`config.mk`:
```
export PLATFORM = sky130hd
export DESIGN_NAME = axi_wr_mst
export DESIGN_NICKNAME = d
export VERILOG_FILES = /design/src/rtl/axi_wr_mst.sv
export SDC_FILE = /design/constraint.sdc
export NUM_CORES = 1
export LEC_CHECK = 0
export ABC_AREA = 1
export BUFFER_PORTS_ARGS = -buffer_cell sky130_fd_sc_hd__buf_2
export CAP_MARGIN = 0
export CORE_AREA = 4 4 103 105
export CTS_BUF_LIST = sky130_fd_sc_hd__clkbuf_16
export DETAILED_ROUTE_END_ITERATION = 7
export DIE_AREA = 0 0 107 109
export PLACE_DENSITY = 0.75
export SLEW_MARGIN = 20
export SYNTH_ARGS = -nofsm -noshare
export SYNTH_HDL_FRONTEND = slang
export SYNTH_SLANG_ARGS = --single-unit
```
`constraint.sdc`:
```
create_clock -name ACLK -period 2.8 [get_ports ACLK]
set_input_delay 0.28 -clock ACLK [delete_from_list [all_inputs] [get_ports ACLK]]
set_output_delay 0.28 -clock ACLK [all_outputs]
set_load 0.01 [all_outputs]
```
`src/rtl/axi_wr_mst.sv`:
```
// AXI4 write-channel master: accepts one burst command, issues AW, streams W beats
// from the local data port, collects B and pulses done. One burst outstanding.
module axi_wr_mst #(
    parameter int ADDR_W = 32,
    parameter int DATA_W = 32
) (
    input  logic                ACLK,
    input  logic                ARESETn,
    input  logic                cmd_valid,
    output logic                cmd_ready,
    input  logic [ADDR_W-1:0]   cmd_addr,
    input  logic [7:0]          cmd_len,
    input  logic [2:0]          cmd_size,
    input  logic [1:0]          cmd_burst,
    input  logic                wd_valid,
    output logic                wd_ready,
    input  logic [DATA_W-1:0]   wd_data,
    input  logic [DATA_W/8-1:0] wd_strb,
    output logic                done,
    output logic [1:0]          done_resp,
    output logic                AW_VALID,
    input  logic                AW_READY,
    output logic [ADDR_W-1:0]   AW_ADDR,
    output logic [7:0]          AW_LEN,
    output logic [2:0]          AW_SIZE,
    output logic [1:0]          AW_BURST,
    output logic                W_VALID,
    input  logic                W_READY,
    output logic [DATA_W-1:0]   W_DATA,
    output logic [DATA_W/8-1:0] W_STRB,
    output logic                W_LAST,
    input  logic                B_VALID,
    output logic                B_READY,
    input  logic [1:0]          B_RESP,
    output logic [2:0]          dbg_state
);

    localparam logic [2:0] S_IDLE = 3'd0;
    localparam logic [2:0] S_ADDR = 3'd1;
    localparam logic [2:0] S_DATA = 3'd2;
    localparam logic [2:0] S_RESP = 3'd3;
    localparam logic [2:0] S_ERR  = 3'd4;

    localparam int MAX_SIZE = $clog2(DATA_W / 8);

    logic [2:0]  state;
    logic        run_q;
    logic [7:0]  cnt;
    logic        in_data;
    logic [16:0] span;
    logic [16:0] end_off;
    logic [6:0]  low_mask;
    logic        wrap_len_ok;
    logic        cmd_legal;

    // Command legality is judged on the raw command inputs in the accept cycle.
    always_comb begin
        span        = ({9'd0, cmd_len} + 17'd1) << cmd_size;
        end_off     = {5'd0, cmd_addr[11:0]} + span;
        low_mask    = 7'((8'd1 << cmd_size) - 8'd1);
        wrap_len_ok = (cmd_len == 8'd1) || (cmd_len == 8'd3) ||
                      (cmd_len == 8'd7) || (cmd_len == 8'd15);
        cmd_legal   = 1'b1;
        if (cmd_size > 3'(MAX_SIZE)) cmd_legal = 1'b0;
        if (cmd_burst == 2'b11) cmd_legal = 1'b0;
        if (cmd_burst == 2'b10 && (!wrap_len_ok || (cmd_addr[6:0] & low_mask) != 7'd0))
            cmd_legal = 1'b0;
        if (cmd_burst == 2'b01 && end_off > 17'd4096) cmd_legal = 1'b0;
    end

    // Every channel transfers exactly on the edge where its VALID and READY are both
    // high; a VALID held by this block keeps its payload stable until that edge.
    // run_q keeps cmd_ready low while reset is asserted.
    assign in_data   = (state == S_DATA);
    assign cmd_ready = (state == S_IDLE) && run_q;
    assign AW_VALID  = (state == S_ADDR);
    assign W_VALID   = in_data && wd_valid;
    assign wd_ready  = in_data && W_READY;
    assign W_DATA    = in_data ? wd_data : '0;
    assign W_STRB    = in_data ? wd_strb : '0;
    assign W_LAST    = W_VALID && (cnt == AW_LEN);
    assign B_READY   = (state == S_RESP);
    assign dbg_state = state;

    always_ff @(posedge ACLK) begin
        if (!ARESETn) begin
            state     <= S_IDLE;
            run_q     <= 1'b0;
            cnt       <= 8'd0;
            AW_ADDR   <= '0;
            AW_LEN    <= 8'd0;
            AW_SIZE   <= 3'd0;
            AW_BURST  <= 2'd0;
            done      <= 1'b0;
            done_resp <= 2'b00;
        end else begin
            run_q <= 1'b1;
            done  <= 1'b0;
            case (state)
                S_IDLE: begin
                    if (cmd_valid && cmd_ready) begin
                        AW_ADDR  <= cmd_addr;
                        AW_LEN   <= cmd_len;
                        AW_SIZE  <= cmd_size;
                        AW_BURST <= cmd_burst;
                        cnt      <= 8'd0;
                        state    <= cmd_legal ? S_ADDR : S_ERR;
                    end
                end
                S_ADDR: begin
                    if (AW_READY) state <= S_DATA;
                end
                S_DATA: begin
                    if (W_VALID && W_READY) begin
                        if (cnt == AW_LEN) begin
                            cnt   <= 8'd0;
                            state <= S_RESP;
                        end else begin
                            cnt <= cnt + 8'd1;
                        end
                    end
                end
                S_RESP: begin
                    if (B_VALID) begin
                        done      <= 1'b1;
                        done_resp <= B_RESP;
                        state     <= S_IDLE;
                    end
                end
                S_ERR: begin
                    // Refused locally: report SLVERR without touching the bus.
                    done      <= 1'b1;
                    done_resp <= 2'b10;
                    state     <= S_IDLE;
                end
                default: state <= S_IDLE;
            endcase
        end
    end

endmodule

```
==> impl_metrics.env <==
export IMPL_tightest_slew_ns=0.773
export IMPL_grt_pass1_vias=4370
export IMPL_synth_area_leaders="dfxtp_1, nand2_1, inv_1"
export IMPL_clockRootBuffer="clkbuf_16"
export IMPL_multi_input_area_um2=2650
export IMPL_final_common_cell="buf_2"
export IMPL_drt_initial_drc_count=324
export IMPL_design_core_area_um2=9640
export IMPL_h_tree_depth=3
export IMPL_yosys_area_top_type="dfxtp_1"
export IMPL_syn_cell_area_um2=4050
export IMPL_area_sequential_um2=1200
export IMPL_cp_slowest_stage_delay_ns=0.25
export IMPL_via_count=4895
export IMPL_dpl_hpwl_mm=10.5
export IMPL_cp_required_ns=3.05
export IMPL_grt_pass1_wl_mm=20.6
export IMPL_path_buf_inv=4
export IMPL_fin_crit_sh=1.01
export IMPL_worstPathCellList="buf_8, ha_4, buf_6, xor2_2, nand2_1, a21oi_2, a31oi_4, buf_4, mux2i_4, ha_4, inv_2, o21bai_4, o21ai_0, nand4_2, nand3_1, nand3_1, nor2_1, nand3_1, nand2_1, nand2_2, nand2_1, nand2_1, a21oi_2"
export IMPL_die_y_um=109
export IMPL_clock_sink_count=60
export IMPL_routed_wl_mm=13.9
export IMPL_power_density_nw_per_um2=460
export IMPL_yosys_area_top_type_share=0.297
export IMPL_max_vdd_ir_drop_mv=0.272
export IMPL_dieArea_um2=11700
export IMPL_grt_usage=0.218
export IMPL_rows=36
export IMPL_worstSetupStartpointType="input port"
export IMPL_setup_violations=1
export IMPL_yosysWarningCount=0
export IMPL_max_freq_mhz=355
export IMPL_timing_final_ws_setup_ns=-0.0205
export IMPL_clk_pin_slew_ns=0.05
export IMPL_slew_headroom=0.484
export IMPL_ctsHoldBuffers=0
export IMPL_drv_cap=0
export IMPL_final_antenna_net_count=0
export IMPL_cp_common_cell="nand2_1"
export IMPL_cpLargestDelayFamily="simple AND/OR/NAND/NOR gates"
export IMPL_syn_nets=746
export IMPL_seq_area_frac_synth=0.297
export IMPL_dp_slack_ns=-0.447
export IMPL_firstDrtPassIters=5
export IMPL_area_delta_synth_final_pct=49.7
export IMPL_power_leakage_nw=3.19
export IMPL_n_antenna_cell=0
export IMPL_dieWidth_um=107
export IMPL_start_util=0.420
export IMPL_hold_viol_final=0
export IMPL_grt_max_degree=48
export IMPL_sw_frac_of_total=0.307
export IMPL_p_int_mw=1.93
export IMPL_synth_seq_cells=60
export IMPL_clkLatencyLatePin_ns=0.32
export IMPL_grt_ovfl_total=0
export IMPL_drive_gt1_frac=0.393
export IMPL_netlist_instances=638
export IMPL_final_cell_mix="buf_2, nand2_1, inv_1, nor2_1, dfxtp_1"
export IMPL_port_buffers=182
export IMPL_worstPathMaxFanout=4
export IMPL_min_path_type="in -> reg"
export IMPL_via_per_inst=4.88
export IMPL_boundaryPins=183
export IMPL_num_fill_cells=904
export IMPL_worstSetupPathType="in -> reg"
export IMPL_wl_per_cell_um=13.8
export IMPL_ys_types=47
export IMPL_status="complete, but fails checks"
export IMPL_end_kind="register"
export IMPL_post_route_drc_count=0
export IMPL_clock_path_buffers=2
export IMPL_rsz0062_at_grt="yes"
export IMPL_finClkSkew_ns=0.00778
export IMPL_power_frac_comb=0.289
export IMPL_p_switching_mw=0.857
export IMPL_slew_viol_final=0
export IMPL_critPathSlowestCell="ha_4"
export IMPL_cts_tree="yes"
export IMPL_antenna_found_initial=0
export IMPL_arrival_ns=3.07
export IMPL_seq_power_share=0.332
export IMPL_finalNetCount=975
export IMPL_tns_ns=-0.0205
export IMPL_cts_buffers=9
export IMPL_violations="negative setup slack"
export IMPL_avgSynthCellArea_um2=6.34
export IMPL_clkPwrFrac=0.379
export IMPL_period_minus_slack_ns=2.82
export IMPL_gp_congestion=0.931
## synth_stat cells, drive strengths merged
cell type	number
a2111oi	1
a211oi	1
a21oi	60
a31oi	3
and3	2
buf	4
bufbuf	1
bufinv	1
clkbuf	20
clkinv	1
dfxtp	60
fa	1
ha	17
inv	91
mux2i	3
nand2	168
nand3	40
nand4	11
nor2	83
nor3	8
nor3b	4
nor4	2
o211ai	1
o21ai	37
o21bai	2
o22ai	3
o31ai	1
or2	3
xnor2	3
xor2	6
## logic make-up (layout without fill, tap and decap cells)
logic type      after synthesis  in the layout  synth area share
fa+ha+maj                    18             18            0.0575
compound gates              109            109             0.143
xor+xnor                      9              9            0.0195
mux                           3              3           0.00742
flops                        60             60             0.297
simple gates                321            321             0.352
buf+inv                     118            351             0.123
## timing repair
action / 4_1_cts / 5_1_grt
resized for setup: 12 / 71
buffers inserted: 0 / 5
setup endpoints to repair: 2 / 2
pin swaps: 4 / 36
## worst min-delay path, cell delays in order
cell	delay, ns
buf_2	0.09
nand2_1	0.05
a21oi_1	0.05
## power by group through the flow
stage / clock network [mW] / logic [mW] / registers (mW)
floorplan: 0 / 0.377 / 0.963
global placement: 0 / 0.685 / 0.943
detailed placement: 0 / 0.689 / 0.944
CTS: 1.08 / 0.700 / 0.926
global route: 1.11 / 0.888 / 0.932
finish: 1.06 / 0.807 / 0.926
## flip-flops by register name, indices dropped and copies added (netlist names)
register	count
AW_ADDR	32
AW_BURST	2
AW_LEN	8
AW_SIZE	3
cnt	8
dbg_state	3
done	1
done_resp	2
run_q	1
## metal layers
layer,vias to the layer above,global-route usage,share of wire
met1,2188,0.263,0.41
met4,0,0.0539,0.014
met5,-,0,0
li1,2497,-,-
met3,20,0.0485,0.073
met2,190,0.394,0.51
## path summary, 6_finish.rpt
kind | startpoint | to | slack, ns | depth (start not counted)
hold reg to reg | AW_ADDR[12] | AW_ADDR[12] | 0.46 | 2
setup / recovery | cmd_len[1] | dbg_state[0] | -0.02 | 23
hold / removal | cmd_addr[26] | AW_ADDR[26] | 0.21 | 3
setup reg to reg | dbg_state[2] | AW_ADDR[2] | 0.66 | 7
## area by class of cell
cell class              count  share of cell area
inverters                  93              0.0603
clock buffers               9              0.0372
repair buffers            243               0.230
well taps                 133              0.0275
multi-input cells         460               0.437
clock inverters             6             0.00929
flip-flops and latches     60               0.198
## per-stage QoR
| stage | util | hold slack, ns | cell area (um2) | std cells | total power [mW] |
|---|---|---|---|---|---|
| after floorplan | - | 0.308 | 4050 | 638 | 1.34 |
| after global routing | 0.629 | 0.212 | 6060 | 1004 | 2.93 |
| after global placement | 0.562 | 0.446 | 5410 | 984 | 1.63 |
| after detailed placement | 0.562 | 0.452 | 5410 | 984 | 1.63 |
| after CTS | 0.592 | 0.195 | 5710 | 999 | 2.70 |
| final | 0.629 | 0.207 | 6060 | 1004 | 2.79 |
Power figures use the tool's default switching activity.
